==> src/rtl/tile_sprite_writer.sv <==
// tile_sprite_writer
//
// Expands one board tile into an 8x8 block of frame-buffer pixels. The tile
// code and board position are captured from the board reader. Each pixel
// colour is fetched from the synchronous sprite ROM and written to the frame
// buffer. When the tile is finished, next_sprite asks the reader for the next
// tile.
//
// Ports
//   Clk          system clock, rising edge
//   Reset        asynchronous, active-low reset
//   write_out    reader is in its write-out phase; tile inputs are valid
//   complete     reader has finished the board (qualifies write_out)
//   tile_code    sprite index of the presented tile
//   game_x       tile column, 0..27
//   game_y       tile row, 0..30
//   next_sprite  one-cycle request for the next tile
//   frame_done   one-cycle pulse at end of board
//   rom_addr     {tile_code, py, px} to the sprite ROM
//   rom_data     pixel colour from the ROM, one cycle after rom_addr
//   fb_we        frame-buffer write strobe
//   fb_addr      frame-buffer pixel address
//   fb_data      pixel colour, 0 when fb_we is low
//   fb_ready     frame buffer accepts the write this cycle
//
// state    | meaning
// ---------+-------------------------------------------------------------
// IDLE     | waiting for a tile; frame_done when the board is complete
// FETCH    | ROM address for the current pixel presented, fb_addr computed
// WRITE    | ROM data valid, write held until fb_ready
// HANDOFF  | next_sprite pulse to the reader
// WAIT_LOW | waiting for write_out to drop, so each tile is drawn only once

module tile_sprite_writer #(
    parameter int TILE_DIM = 8,
    parameter int FB_WIDTH = 224
) (
    input  logic        Clk,
    input  logic        Reset,
    input  logic        write_out,
    input  logic        complete,
    input  logic [3:0]  tile_code,
    input  logic [4:0]  game_x,
    input  logic [4:0]  game_y,
    output logic        next_sprite,
    output logic        frame_done,
    output logic [9:0]  rom_addr,
    input  logic [3:0]  rom_data,
    output logic        fb_we,
    output logic [15:0] fb_addr,
    output logic [3:0]  fb_data,
    input  logic        fb_ready
);

    localparam int TILE_LOG2 = $clog2(TILE_DIM);

    typedef enum logic [2:0] {
        IDLE,
        FETCH,
        WRITE,
        HANDOFF,
        WAIT_LOW
    } state_t;

    state_t                 state_q, state_d;
    logic [3:0]             tile_code_q, tile_code_d;
    logic [4:0]             tx_q, tx_d;
    logic [4:0]             ty_q, ty_d;
    logic [TILE_LOG2-1:0]   px_q, px_d;
    logic [TILE_LOG2-1:0]   py_q, py_d;
    logic [15:0]            fb_addr_q, fb_addr_d;

    // Because the tile edge is a power of two, ty*8+py is a concatenation.
    // This gives an 8-bit row (max 247) and an 8-bit column (max 223).
    logic [7:0] pix_row;
    logic [7:0] pix_col;

    assign pix_row = {ty_q, py_q};
    assign pix_col = {tx_q, px_q};

    always_ff @(posedge Clk or negedge Reset) begin
        if (!Reset) begin
            state_q     <= IDLE;
            tile_code_q <= '0;
            tx_q        <= '0;
            ty_q        <= '0;
            px_q        <= '0;
            py_q        <= '0;
            fb_addr_q   <= '0;
        end else begin
            state_q     <= state_d;
            tile_code_q <= tile_code_d;
            tx_q        <= tx_d;
            ty_q        <= ty_d;
            px_q        <= px_d;
            py_q        <= py_d;
            fb_addr_q   <= fb_addr_d;
        end
    end

    always_comb begin
        state_d     = state_q;
        tile_code_d = tile_code_q;
        tx_d        = tx_q;
        ty_d        = ty_q;
        px_d        = px_q;
        py_d        = py_q;
        fb_addr_d   = fb_addr_q;

        unique case (state_q)
            IDLE: begin
                if (write_out && !complete) begin
                    tile_code_d = tile_code;
                    tx_d        = game_x;
                    ty_d        = game_y;
                    px_d        = '0;
                    py_d        = '0;
                    state_d     = FETCH;
                end
            end
            FETCH: begin
                fb_addr_d = 16'(pix_row) * 16'(FB_WIDTH) + 16'(pix_col);
                state_d   = WRITE;
            end
            WRITE: begin
                // px/py only move when the write is accepted. This keeps
                // rom_addr, and therefore rom_data, stable during a stall.
                if (fb_ready) begin
                    if (px_q == '1 && py_q == '1) begin
                        state_d = HANDOFF;
                    end else begin
                        px_d = px_q + 1'b1;
                        if (px_q == '1) begin
                            py_d = py_q + 1'b1;
                        end
                        state_d = FETCH;
                    end
                end
            end
            HANDOFF: begin
                state_d = WAIT_LOW;
            end
            WAIT_LOW: begin
                if (!write_out) begin
                    state_d = IDLE;
                end
            end
            default: begin
                state_d = IDLE;
            end
        endcase
    end

    assign rom_addr    = {tile_code_q, py_q, px_q};
    assign fb_addr     = fb_addr_q;
    assign fb_we       = (state_q == WRITE);
    assign fb_data     = (state_q == WRITE) ? rom_data : 4'd0;
    assign next_sprite = (state_q == HANDOFF);
    assign frame_done  = (state_q == IDLE) && write_out && complete;

endmodule

==> config.mk <==
export PLATFORM = sky130hd
export DESIGN_NAME = tile_sprite_writer
export DESIGN_NICKNAME = d
export VERILOG_FILES = /design/src/rtl/tile_sprite_writer.sv
export SDC_FILE = /design/constraint.sdc
export NUM_CORES = 1
export LEC_CHECK = 0
export CAP_MARGIN = 20
export CORE_UTILIZATION = 51
export DETAILED_ROUTE_END_ITERATION = 10
export PLACE_DENSITY = 0.81
export SETUP_SLACK_MARGIN = 0.4
export SLEW_MARGIN = 15
export SYNTH_ARGS = -nofsm -noshare
export SYNTH_HDL_FRONTEND = slang
export SYNTH_SLANG_ARGS = --single-unit
==> constraint.sdc <==
create_clock -name Clk -period 3.7 [get_ports Clk]
set_input_delay 0.925 -clock Clk [delete_from_list [all_inputs] [get_ports Clk]]
set_output_delay 0.925 -clock Clk [all_outputs]
set_load 0.01 [all_outputs]
* After elaboration in Yosys (flattened, before gate mapping)
Cells that the tools add are included.
** Word-level totals
- Register bits after elaboration :: 39
- Logic and storage cells :: 47
** Cells by class
- Add/subtract/negate cells :: 3
- Multipliers :: 1
- Eq/ne operators :: 11
- Muxes and demuxes :: 14
- Reduce and logical (&&, ||, !) cells :: 11
** Operator list (count)
- 3-bit two-way mux :: 9
- 16-bit by 8-bit adder with 16-bit output :: 1
- 3-bit case mux with 5 select lines :: 1
- 3-bit case mux with 2 select lines :: 2
- 8-bit by 3-bit multiplier with 11-bit output, second input constant :: 1
- 3-bit == test, second input constant :: 3
- 3-bit by 1-bit adder with 3-bit output, second input constant :: 2
- 3-bit by 2-bit == test with 1-bit output, second input constant :: 2
- 2-bit inequality test, second input constant :: 3
- 5-bit AND reduction :: 1
- 1-bit logical AND :: 4
- 4-bit two-way mux :: 1
- 2-bit by 1-bit inequality test with 1-bit output, second input constant :: 2
- 4-bit AND reduction :: 1
- 3-bit by 1-bit == test with 1-bit output, second input constant :: 1
- 3-bit zero test :: 1
- 3-bit AND reduction :: 1
- 2-bit two-way mux :: 1
- 2-bit AND reduction :: 1
- 2-bit nonzero test :: 1
- 1-bit zero test :: 1

* Depth between registers and ports, before layout
Gate-level depths: netlist (run 1).
- Word-level depth :: 5
- Gate-level depth with buffers :: 10
- Mapped depth without buffers :: 10

* Least setup slack after synthesis (run 1)
OpenSTA, ideal clock, no wires.
- Path kind :: register -> register
- From :: reg py_q[0]
- To :: reg fb_addr_q[12], in the netlist fb_addr[12]
- Setup time :: 0.131 ns
- Arrival time :: 2.721 ns
- Data required time :: 3.569 ns
- Path slack :: 0.847 ns
- Cell stages (with the launch flop) :: 11
- Buffers on the path :: 0
- Period minus slack after synthesis :: 2.853 ns
- Cells stage by stage :: dfrtp_1 > fa_1 > ha_1 > inv_1 > fa_1 > nand2b_2 > a21oi_4 > xor2_2 > nand3_2 > a21boi_1 > or3b_1
** On the way
- Cells in the longest elaborated chain, start to end :: 2
** RTL lines
- start, declared :: RTL line 70 : logic [TILE_LOG2-1:0] py_q, py_d;
- start signal, assigned :: RTL line 96 : py_q <= py_d;
- 8-bit by 3-bit multiplier with 11-bit output :: RTL line 122 : fb_addr_d = 16'(pix_row) * 16'(FB_WIDTH) + 16'(pix_col);
- 16-bit by 8-bit adder with 16-bit output :: RTL line 122
- end signal, assigned :: RTL line 97 : fb_addr_q <= fb_addr_d;
- end, declared :: RTL line 71 : logic [15:0] fb_addr_q, fb_addr_d;
No other way between the ends.
A chain may end at the register's enable or synchronous reset.

* Worst setup path in the final report (run 1)
Ends and elaborated chain as after synthesis.

==> impl_metrics.tcl, run 1 <==
set metrics [dict create \
    synth_edf_count 0 \
    drv_cap 0 \
    synth.cell_area_sq_um 2480 \
    cp_slowest_cell "fa_1" \
    cts.sinks 39 \
    worstPathMaxFanout 6 \
    top_level_ports 56 \
    hpwl_microns 3530 \
    yosysTopAreaCell "dfrtp_1" \
    arrival_ns 3.23 \
    async_flop_share_pct 100 \
    row_count 24 \
    via_per_inst 5.35 \
    min_to "fb_addr[3]" \
    slew_headroom_pct 44.5 \
    die_h_microns 71.7 \
    syn_nets 280 \
    rsz0062_at_grt "no" \
    max_stage_delay_ns 0.56 \
    grt_use_total_pct 20.6 \
    wl_microns 4610 \
    fin_worst_skew_ns 0.00791 \
    drt_iter0_markers 90 \
    crit_required_ns 3.88 \
    num_vias 1836 \
    period_share_pct 82.6 \
    clock.fmax_ghz 0.327 \
    max-vdd-ir-drop_mv 0.582 \
    post_drt_wl_per_cell_microns 13.4 \
    power_leakage_nw 1.41 \
    hp-class "register to register" \
    timing.rr.end "fb_addr[12]" \
    ys_seq_area_share_pct 39.4 \
    status "completed" \
    ys_top_cells_by_area "dfrtp_1 (39%), ha_1 (8.1%), fa_1 (7.3%)" \
    numCtsBuffers 5 \
    clock_path_buffers 2 \
    yosysUniqueCellTypes 53 \
    synth.most_common_cell "dfrtp_1" \
    synthDominantCellAreaShare_pct 39.4 \
    cts.clk_slew.worst_paths_ns 0.08 \
    start_kind "register" \
    n_antenna_cell 0 \
    grt_max_degree 40 \
    cts_max_level 2 \
    initial_core_util_pct 55.0 \
    grt_pass1_vias 1836 \
    num-fill-cells 337 \
    synth_commonest_cells "dfrtp_1 (39), nand2_1 (38), ha_1 (16), inv_1 (13), o21ai_0 (13)" \
    drive_gt1_share_pct 14.4 \
    fin_crit_ns 3.05 \
    core_area_sq_um 4500 \
    area_growth_pct 28.7 \
    hold_depth 2 \
    cp_common_cell "fa_1" \
    ant_nets 0 \
    firstDrtPassIters 4 \
    io_buffer_count 55 \
    hold_slack_ns 0.478 \
    gp_congestion 0.791 \
    hold_buffers 0 \
    fin_nets 338 \
    tritoncts "yes" \
    synth-seq-cells 39 \
    setup_violations 0 \
    rr_startpoint "py_q[0]" \
    insertion_delay_ns 0.30 \
    post-route-drc-count 0 \
    tightestPinTransition_ns 0.826 \
    cts_setup_buffers 0 \
    critPathKind "register to register" \
    rr_worst_depth 10 \
    postSynthAreaPerCell_sq_um 10.7 \
    tns_ns 0 \
    gr-total-overflow 0 \
    yosys_warnings 0 \
    clock-root-buffer "clkbuf_8" \
    hp-start "tx_q[0]" \
    hold_viol 0 \
    endpoint_kind "register" \
    p_per_area_nw_per_um2 1050 \
    slew_violations 0 \
    synth_flop_cell "dfrtp_1" \
    grt_pass1_wl_microns 8140 \
    syn_inst 232 \
    r2r_setup_slack_ns 0.65 \
    die_area_sq_um 5140 \
    fin_util_pct 70.8 \
    antenna_found_initial 0 \
    crit_chain "fa_1 -> ha_1 -> inv_1 -> fa_1 -> nand2b_2 -> a21oi_4 -> xor2_2 -> nand3_2 -> a21boi_1 -> or3b_1" \
    cts_resized 1 \
    dieWidth_microns 71.7 \
]
## kinds of logic after synthesis
logic type / count (synthesis) / synth area share [%]
XOR/XNOR: 11 / 4.50
adder cells (fa/ha/maj): 25 / 15.4
AND/OR/NAND/NOR: 81 / 17.7
flip-flops: 39 / 39.4
buffers and inverters: 19 / 3.03
multiplexers: 16 / 7.12
AO/OA/AOI/OAI: 41 / 12.9
## cell usage in the layout (no fill, tap or decap), types with 6 or more instances in the layout
cell type        instances
fa_1                     9
nand2b_1                 6
inv_1                   13
clkdlybuf4s50_1         53
dfrtp_1                 39
nand2_1                 38
o21ai_0                 13
mux2_2                  12
ha_1                    16
## power by group
group	switching (mW)	leakage [nW]	total, mW	internal, mW
registers	0.177	0.493	0.792	0.615
clock network	0.158	0.0581	0.358	0.201
logic	1.13	0.859	2.21	1.08
total	1.46	1.41	3.36	1.90
## per-layer routing
metal | GRT usage, % | part of all wire [%]
met1 | 27.0 | 46
met5 | 0 | 0
met4 | 9.37 | 2.3
met2 | 33.1 | 48
met3 | 4.36 | 4.1
## stage by stage
stage	instance area [sq um]	worst slack (ns)	instances	total power [mW]
2_1_floorplan	2480	0.847	232	2.42
3_3_place_gp	3080	0.383	335	2.94
3_5_place_dp	3080	0.339	335	3.02
4_1_cts	3190	0.645	343	3.39
5_1_grt	3190	0.531	343	3.68
6_report	3190	0.645	343	3.36
## flip-flops by register name (all words and copies together), names as in the netlist
signal,count
tile_code_q,4
fb_addr,16
tx_q,5
px_q,3
py_q,3
ty_q,5
state_q,3
## worst max path at each step
stage          slack, ns       from           to
6_report            0.65    py_q[0]  fb_addr[12]
5_1_grt             0.53    py_q[0]  fb_addr[12]
4_1_cts             0.64  write_out   frame_done
3_5_place_dp        0.34  write_out   frame_done
3_3_place_gp        0.38  write_out   frame_done
2_1_floorplan       0.85    py_q[0]  fb_addr[12]
## final cells by class
cell class	count	area (sq um)	area share (%)
repair buffers	57	559	17.6
multi-input cells	174	1430	44.7
inverters	13	48.8	1.53
well taps	52	65.1	2.04
clock inverters	3	43.8	1.37
clock buffers	5	68.8	2.16
flip-flops and latches	39	976	30.6
## critical path, delay by kind of cell (launching register included)
kind,cells,cell delay (ns)
AO/OA/AOI/OAI,2,0.31
XOR/XNOR,1,0.26
adder cells (fa/ha/maj),3,1.14
buffers and inverters,1,0.07
flip-flops,1,0.47
AND/OR/NAND/NOR,3,0.70
Note: power is estimated with default switching activity, not from simulation.
==> run 2, diff against run 1 <==
==> constraint.sdc (replaced) <==
create_clock -name Clk -period 2.9 [get_ports Clk]
set_input_delay 0.725 -clock Clk [delete_from_list [all_inputs] [get_ports Clk]]
set_output_delay 0.725 -clock Clk [all_outputs]
set_load 0.01 [all_outputs]
==> run 2 against run 1 <==
Effect of this change: critical path depth did not move; total power rose by 38%; worst hold slack barely moved; flip-flop and latch count did not move; register-to-register slack got worse by 0.55 ns.
==> impl_metrics.tcl, run 2 (synthesis results as in run 1) <==
set metrics [dict create \
    status "completed" \
    ant_nets 0 \
    via_per_inst 5.35 \
    hp-start "tx_q[0]" \
    multi_input_area_sq_um 1480 \
    rr_startpoint "py_q[0]" \
    fin_crit_ns 2.80 \
    internal-power_mw 2.59 \
    final_cell_mix "clkdlybuf4s50_1 (49), nand2_1 (38), dfrtp_1 (33), buf_4 (16), ha_1 (14)" \
    fin_util_pct 74.3 \
    critPathKind "register to register" \
    cts.sinks 39 \
    grt_pass1_vias 1944 \
    grt_use_met1_pct 26.5 \
    fin_worst_skew_ns 0.00549 \
    rr_worst_depth 10 \
    drive_gt1_share_pct 24.1 \
    slew_violations 0 \
    initial_core_util_pct 55.0 \
    max_stage_delay_ns 0.55 \
    p_per_area_nw_per_um2 1390 \
    grt_pass1_wl_microns 8420 \
    die_area_sq_um 5140 \
    cts.clk_slew.worst_paths_ns 0.08 \
    area_growth_pct 35.2 \
    endpoint_kind "register" \
    fin_nets 354 \
    finalPower_mw 4.64 \
    pwr-share-seq_pct 21.5 \
    grt_max_degree 40 \
    cts_max_level 2 \
    period_share_pct 96.7 \
    crit_chain "fa_1 -> ha_2 -> inv_2 -> fa_2 -> buf_6 -> xor2_4 -> nor3_4 -> nand3_2 -> a21boi_1 -> or3b_1" \
    max-vdd-ir-drop_mv 0.823 \
    layout_commonest_cell "clkdlybuf4s50_1" \
    drv_cap 0 \
    use_met2_pct 36.9 \
    final-instance-count-excl-fill 359 \
    num_vias 1921 \
    critPathBufInv 2 \
    grt-busiest-layer "met2" \
    firstDrtPassIters 4 \
    insertion_delay_ns 0.29 \
    clock-root-buffer "clkbuf_8" \
    p_switching_mw 2.05 \
    crit_required_ns 3.07 \
    num-fill-cells 332 \
    grt_use_total_pct 21.5 \
    tightestPinTransition_ns 0.830 \
    hold_viol 0 \
    top_level_ports 56 \
    r2r_setup_slack_ns 0.1 \
    pwr-share-comb_pct 70.7 \
    post_dp_cell_area_sq_um 3110 \
    hpwl_microns 3770 \
    cp_slowest_cell "fa_1" \
    row_count 24 \
    gr-total-overflow 0 \
    tns_ns 0 \
    gp_congestion 0.824 \
    timing.rr.end "fb_addr[12]" \
    setup_violations 0 \
    clock.fmax_ghz 0.357 \
    slew_headroom_pct 44.7 \
    hold_depth 2 \
    antenna_found_initial 0 \
    post-route-drc-count 0 \
    min_to "fb_addr[3]" \
    met3_usage_pct 5.49 \
    rsz0062_at_grt "yes" \
    core_area_sq_um 4500 \
    largest_reg_flops 16 \
    arrival_ns 2.98 \
    clockPowerShare_pct 7.8 \
    post_drt_wl_per_cell_microns 14.2 \
    worstPathMaxFanout 4 \
    power_leakage_nw 1.50 \
    clock_path_buffers 2 \
    seqCellArea_sq_um 983 \
    n_antenna_cell 0 \
    start_kind "register" \
    dp_cells 338 \
    hold_buffers 0 \
    dieWidth_microns 71.7 \
    hp-class "register to register" \
    wl_microns 5080 \
    tritoncts "yes" \
    die_h_microns 71.7 \
    final_area_sq_um 3350 \
    numCtsBuffers 5 \
    crit_family "adder cells" \
    drt_iter0_markers 82 \
    io_buffer_count 55 \
    swShare_pct 44.1 \
]
[run 2: per-stage QoR]
step | hold slack, ns | setup WS [ns]
3_5_place_dp | 0.460 | 0.0271
2_1_floorplan | 0.429 | 0.172
6_report | 0.478 | 0.0956
5_1_grt | 0.509 | -0.0107
4_1_cts | 0.478 | 0.128
3_3_place_gp | 0.446 | 0.0686
[run 2: per-layer routing]
layer	routed length, microns	share of wire, %	vias to the layer above
li1	-	-	943
met1	2300	45	921
met2	2530	50	49
met3	180	3.5	8
met4	76	1.5	0
met5	0	0	-
[run 2: worst register-to-register path, delay by kind of cell, from the launching register on]
| kind | cells | cell delay (ns) |
|---|---|---|
| DFF | 1 | 0.42 |
| adders and majority gates | 3 | 1.08 |
| and+or+nand+nor | 3 | 0.70 |
| buffers and inverters | 2 | 0.18 |
| xor gates and xnor gates | 1 | 0.16 |
| AOI/OAI and AO/OA | 1 | 0.14 |
[run 2: how the worst max path moves through the flow]
stage	startpoint	to	slack, ns	depth (start not counted)
global placement	write_out	frame_done	0.07	4
global route	py_q[0]	fb_addr[12]	-0.01	10
CTS	py_q[1]	fb_addr[12]	0.13	10
finish	py_q[0]	fb_addr[12]	0.1	10
detailed placement	py_q[1]	fb_addr[12]	0.03	10
floorplan	py_q[0]	fb_addr[12]	0.17	10
[run 2: final cells by class]
type	count	share of cell area, %
Multi-Input combinational cell	174	44.3
Inverter	13	1.46
Sequential cell	39	29.4
Tap cell	52	1.94
Clock inverter	3	0.598
Timing Repair Buffer	73	20.3
Clock buffer	5	2.06
[run 2: repair_timing]
action                                  in CTS  in global routing
gates cloned                                 0                  0
endpoints found under the setup margin      11                  8
endpoints found under the hold margin        0                  0
pin swaps                                    0                  7
buffers inserted                             5                  8
resized for setup                           16                 11
[run 2: power groups by stage]
stage / registers [mW] / clock network [mW] / logic, mW
6_report: 0.998 / 0.362 / 3.28
3_3_place_gp: 1.00 / 0 / 2.80
2_1_floorplan: 1.04 / 0 / 2.07
5_1_grt: 1.04 / 0.401 / 3.58
4_1_cts: 1.01 / 0.374 / 2.98
3_5_place_dp: 1.02 / 0 / 2.89
==> run 3, diff against run 2 <==
--- a/config.mk
+++ b/config.mk
@@ -14,3 +14,4 @@
 export SYNTH_ARGS = -nofsm -noshare
 export SYNTH_HDL_FRONTEND = slang
 export SYNTH_SLANG_ARGS = --single-unit
+export TNS_END_PERCENT = 5
==> run 3 against run 2 <==
Effect of this change: largest power group unchanged; clock power is 46% higher; via count is 2.4% lower; design area is 1.9% lower; highest routed layer unchanged; worst hold slack worse by 0.0086 ns; maximum frequency hardly changed; sequential share of layout area is 0.46 points higher; flip-flop and latch count stayed put; critical endpoint unchanged.
==> impl_metrics.tcl, run 3 (synthesis results as in run 1) <==
set metrics [dict create \
    status "completed" \
    arrival_ns 2.98 \
    p_per_area_nw_per_um2 1380 \
    grt_use_total_pct 22.0 \
    drive_gt1_share_pct 18.1 \
    power_leakage_nw 1.46 \
    tightestPinTransition_ns 0.854 \
    setup_violations 0 \
    clock.fmax_ghz 0.357 \
    final_cell_mix "clkdlybuf4s50_1 (53), nand2_1 (38), dfrtp_1 (36), ha_1 (16)" \
    grt_pass1_wl_microns 8710 \
    gr-total-overflow 0 \
    setup_slack_ns 0.0955 \
    antenna_found_initial 0 \
    insertion_delay_ns 0.29 \
    largest_reg_flops 16 \
    cts.sinks 39 \
    tns_ns 0 \
    startpoint "py_q[1]" \
    hp-start "tx_q[0]" \
    top_level_ports 56 \
    fin_crit_ns 2.80 \
    ant_nets 0 \
    hold_buffers 0 \
    via_per_inst 5.35 \
    post_drt_wl_per_cell_microns 13.8 \
    endpoint_kind "register" \
    finalPower_mw 4.54 \
    drt_iter0_markers 61 \
    post-route-drc-count 0 \
    row_count 24 \
    slew_violations 0 \
    initial_core_util_pct 55.0 \
    num_vias 1874 \
    critPathKind "register to register" \
    num-fill-cells 344 \
    start_kind "register" \
    dp_cells 338 \
    gp_congestion 0.812 \
    hold_viol 0 \
    hpwl_microns 3620 \
    clock-root-buffer "clkbuf_8" \
    wl_microns 4840 \
    drv_cap 0 \
    hp-class "register to register" \
    n_antenna_cell 0 \
    worstPathMaxFanout 4 \
    layout_commonest_cell "clkdlybuf4s50_1" \
    die_area_sq_um 5140 \
    dieWidth_microns 71.7 \
    crit_required_ns 3.07 \
    clock_path_buffers 2 \
    grt_pass1_vias 1913 \
    rr_startpoint "py_q[1]" \
    max-vdd-ir-drop_mv 0.814 \
    rsz0062_at_grt "yes" \
    die_h_microns 71.7 \
    firstDrtPassIters 4 \
    period_share_pct 96.7 \
    area_growth_pct 32.6 \
    fin_worst_skew_ns 0.00498 \
    fin_nets 345 \
    core_area_sq_um 4500 \
    io_buffer_count 55 \
    tritoncts "yes" \
    grt_max_degree 40 \
    slew_headroom_pct 43.1 \
    pre_cts_slack_ns 0.0611 \
    final-instance-count-excl-fill 350 \
    cts.clk_slew.worst_paths_ns 0.07 \
    cts_max_level 2 \
    numCtsBuffers 5 \
]
run 3: cell types whose count changed in the layout (fill, tap and decap cells not counted), moves of 3 or more:
| cell | before | now |
|---|---|---|
| buf_4 | 16 | 9 |
| clkdlybuf4s50_1 | 49 | 53 |
| dfrtp_1 | 33 | 36 |
| dfrtp_2 | 6 | 3 |
| dlygate4sd2_1 | 4 | 1 |
run 3: path summary, 6_finish.rpt:
kind,end,slack (ns),depth (start not counted)
worst max-delay path,fb_addr[12],0.1,10
worst min-delay path,fb_addr[3],0.47,2
worst max register to register,fb_addr[12],0.1,10
worst min register to register,fb_addr[3],0.47,2
max in group asynchronous,py_q[2],1.77,1
min in group asynchronous,fb_addr[7],0.54,1
run 3: critical path, cell delays in order (launching register included):
cell and delay [ns]:
dfrtp_2 0.44, fa_1 0.53, ha_1 0.17, inv_1 0.06, fa_2 0.36, nand2b_4 0.17, a21oi_4 0.16, xor2_2 0.20
nand3_2 0.09, a21boi_1 0.14, or3b_1 0.36
run 3: metal layers:
metal	wire, microns	share of wire [%]	global-route usage, %
met5	0	0	0
met4	108	2.2	7.63
met3	178	3.7	5.20
met2	2320	48	36.0
met1	2230	46	28.8
run 3: area by class of cell:
cell class / instances / area [sq um] / area share [%]
clock buffers: 6 / 72.6 / 2.21
clock inverters: 2 / 60.1 / 1.83
inverters: 13 / 48.8 / 1.49
multi-input cells: 174 / 1450 / 44.0
flip-flops and latches: 39 / 980 / 29.8
well taps: 52 / 65.1 / 1.98
repair buffers: 64 / 612 / 18.6
run 3: through the flow:
step / area [sq um] / hold slack, ns / utilization, %
after global placement: 3110 / 0.447 / 69.1
after detailed placement: 3110 / 0.458 / 69.1
final: 3280 / 0.469 / 72.9
after CTS: 3280 / 0.476 / 72.7
after global routing: 3280 / 0.505 / 72.9
after floorplan: 2490 / 0.429 / -
run 3: report_power, final:
part | internal [mW] | leakage, nW | switching, mW | total (mW)
clock | 0.344 | 0.0654 | 0.184 | 0.528
sequential | 0.787 | 0.488 | 0.218 | 1.01
combinational | 1.47 | 0.908 | 1.54 | 3.00
total | 2.60 | 1.46 | 1.94 | 4.54
run 3: what timing repair did:
action | CTS | global route
hold endpoints to repair | 0 | 0
pin swaps | 1 | 0
setup buffers | 4 | 0
resized for setup | 2 | 1
setup endpoints to repair | 11 | 12
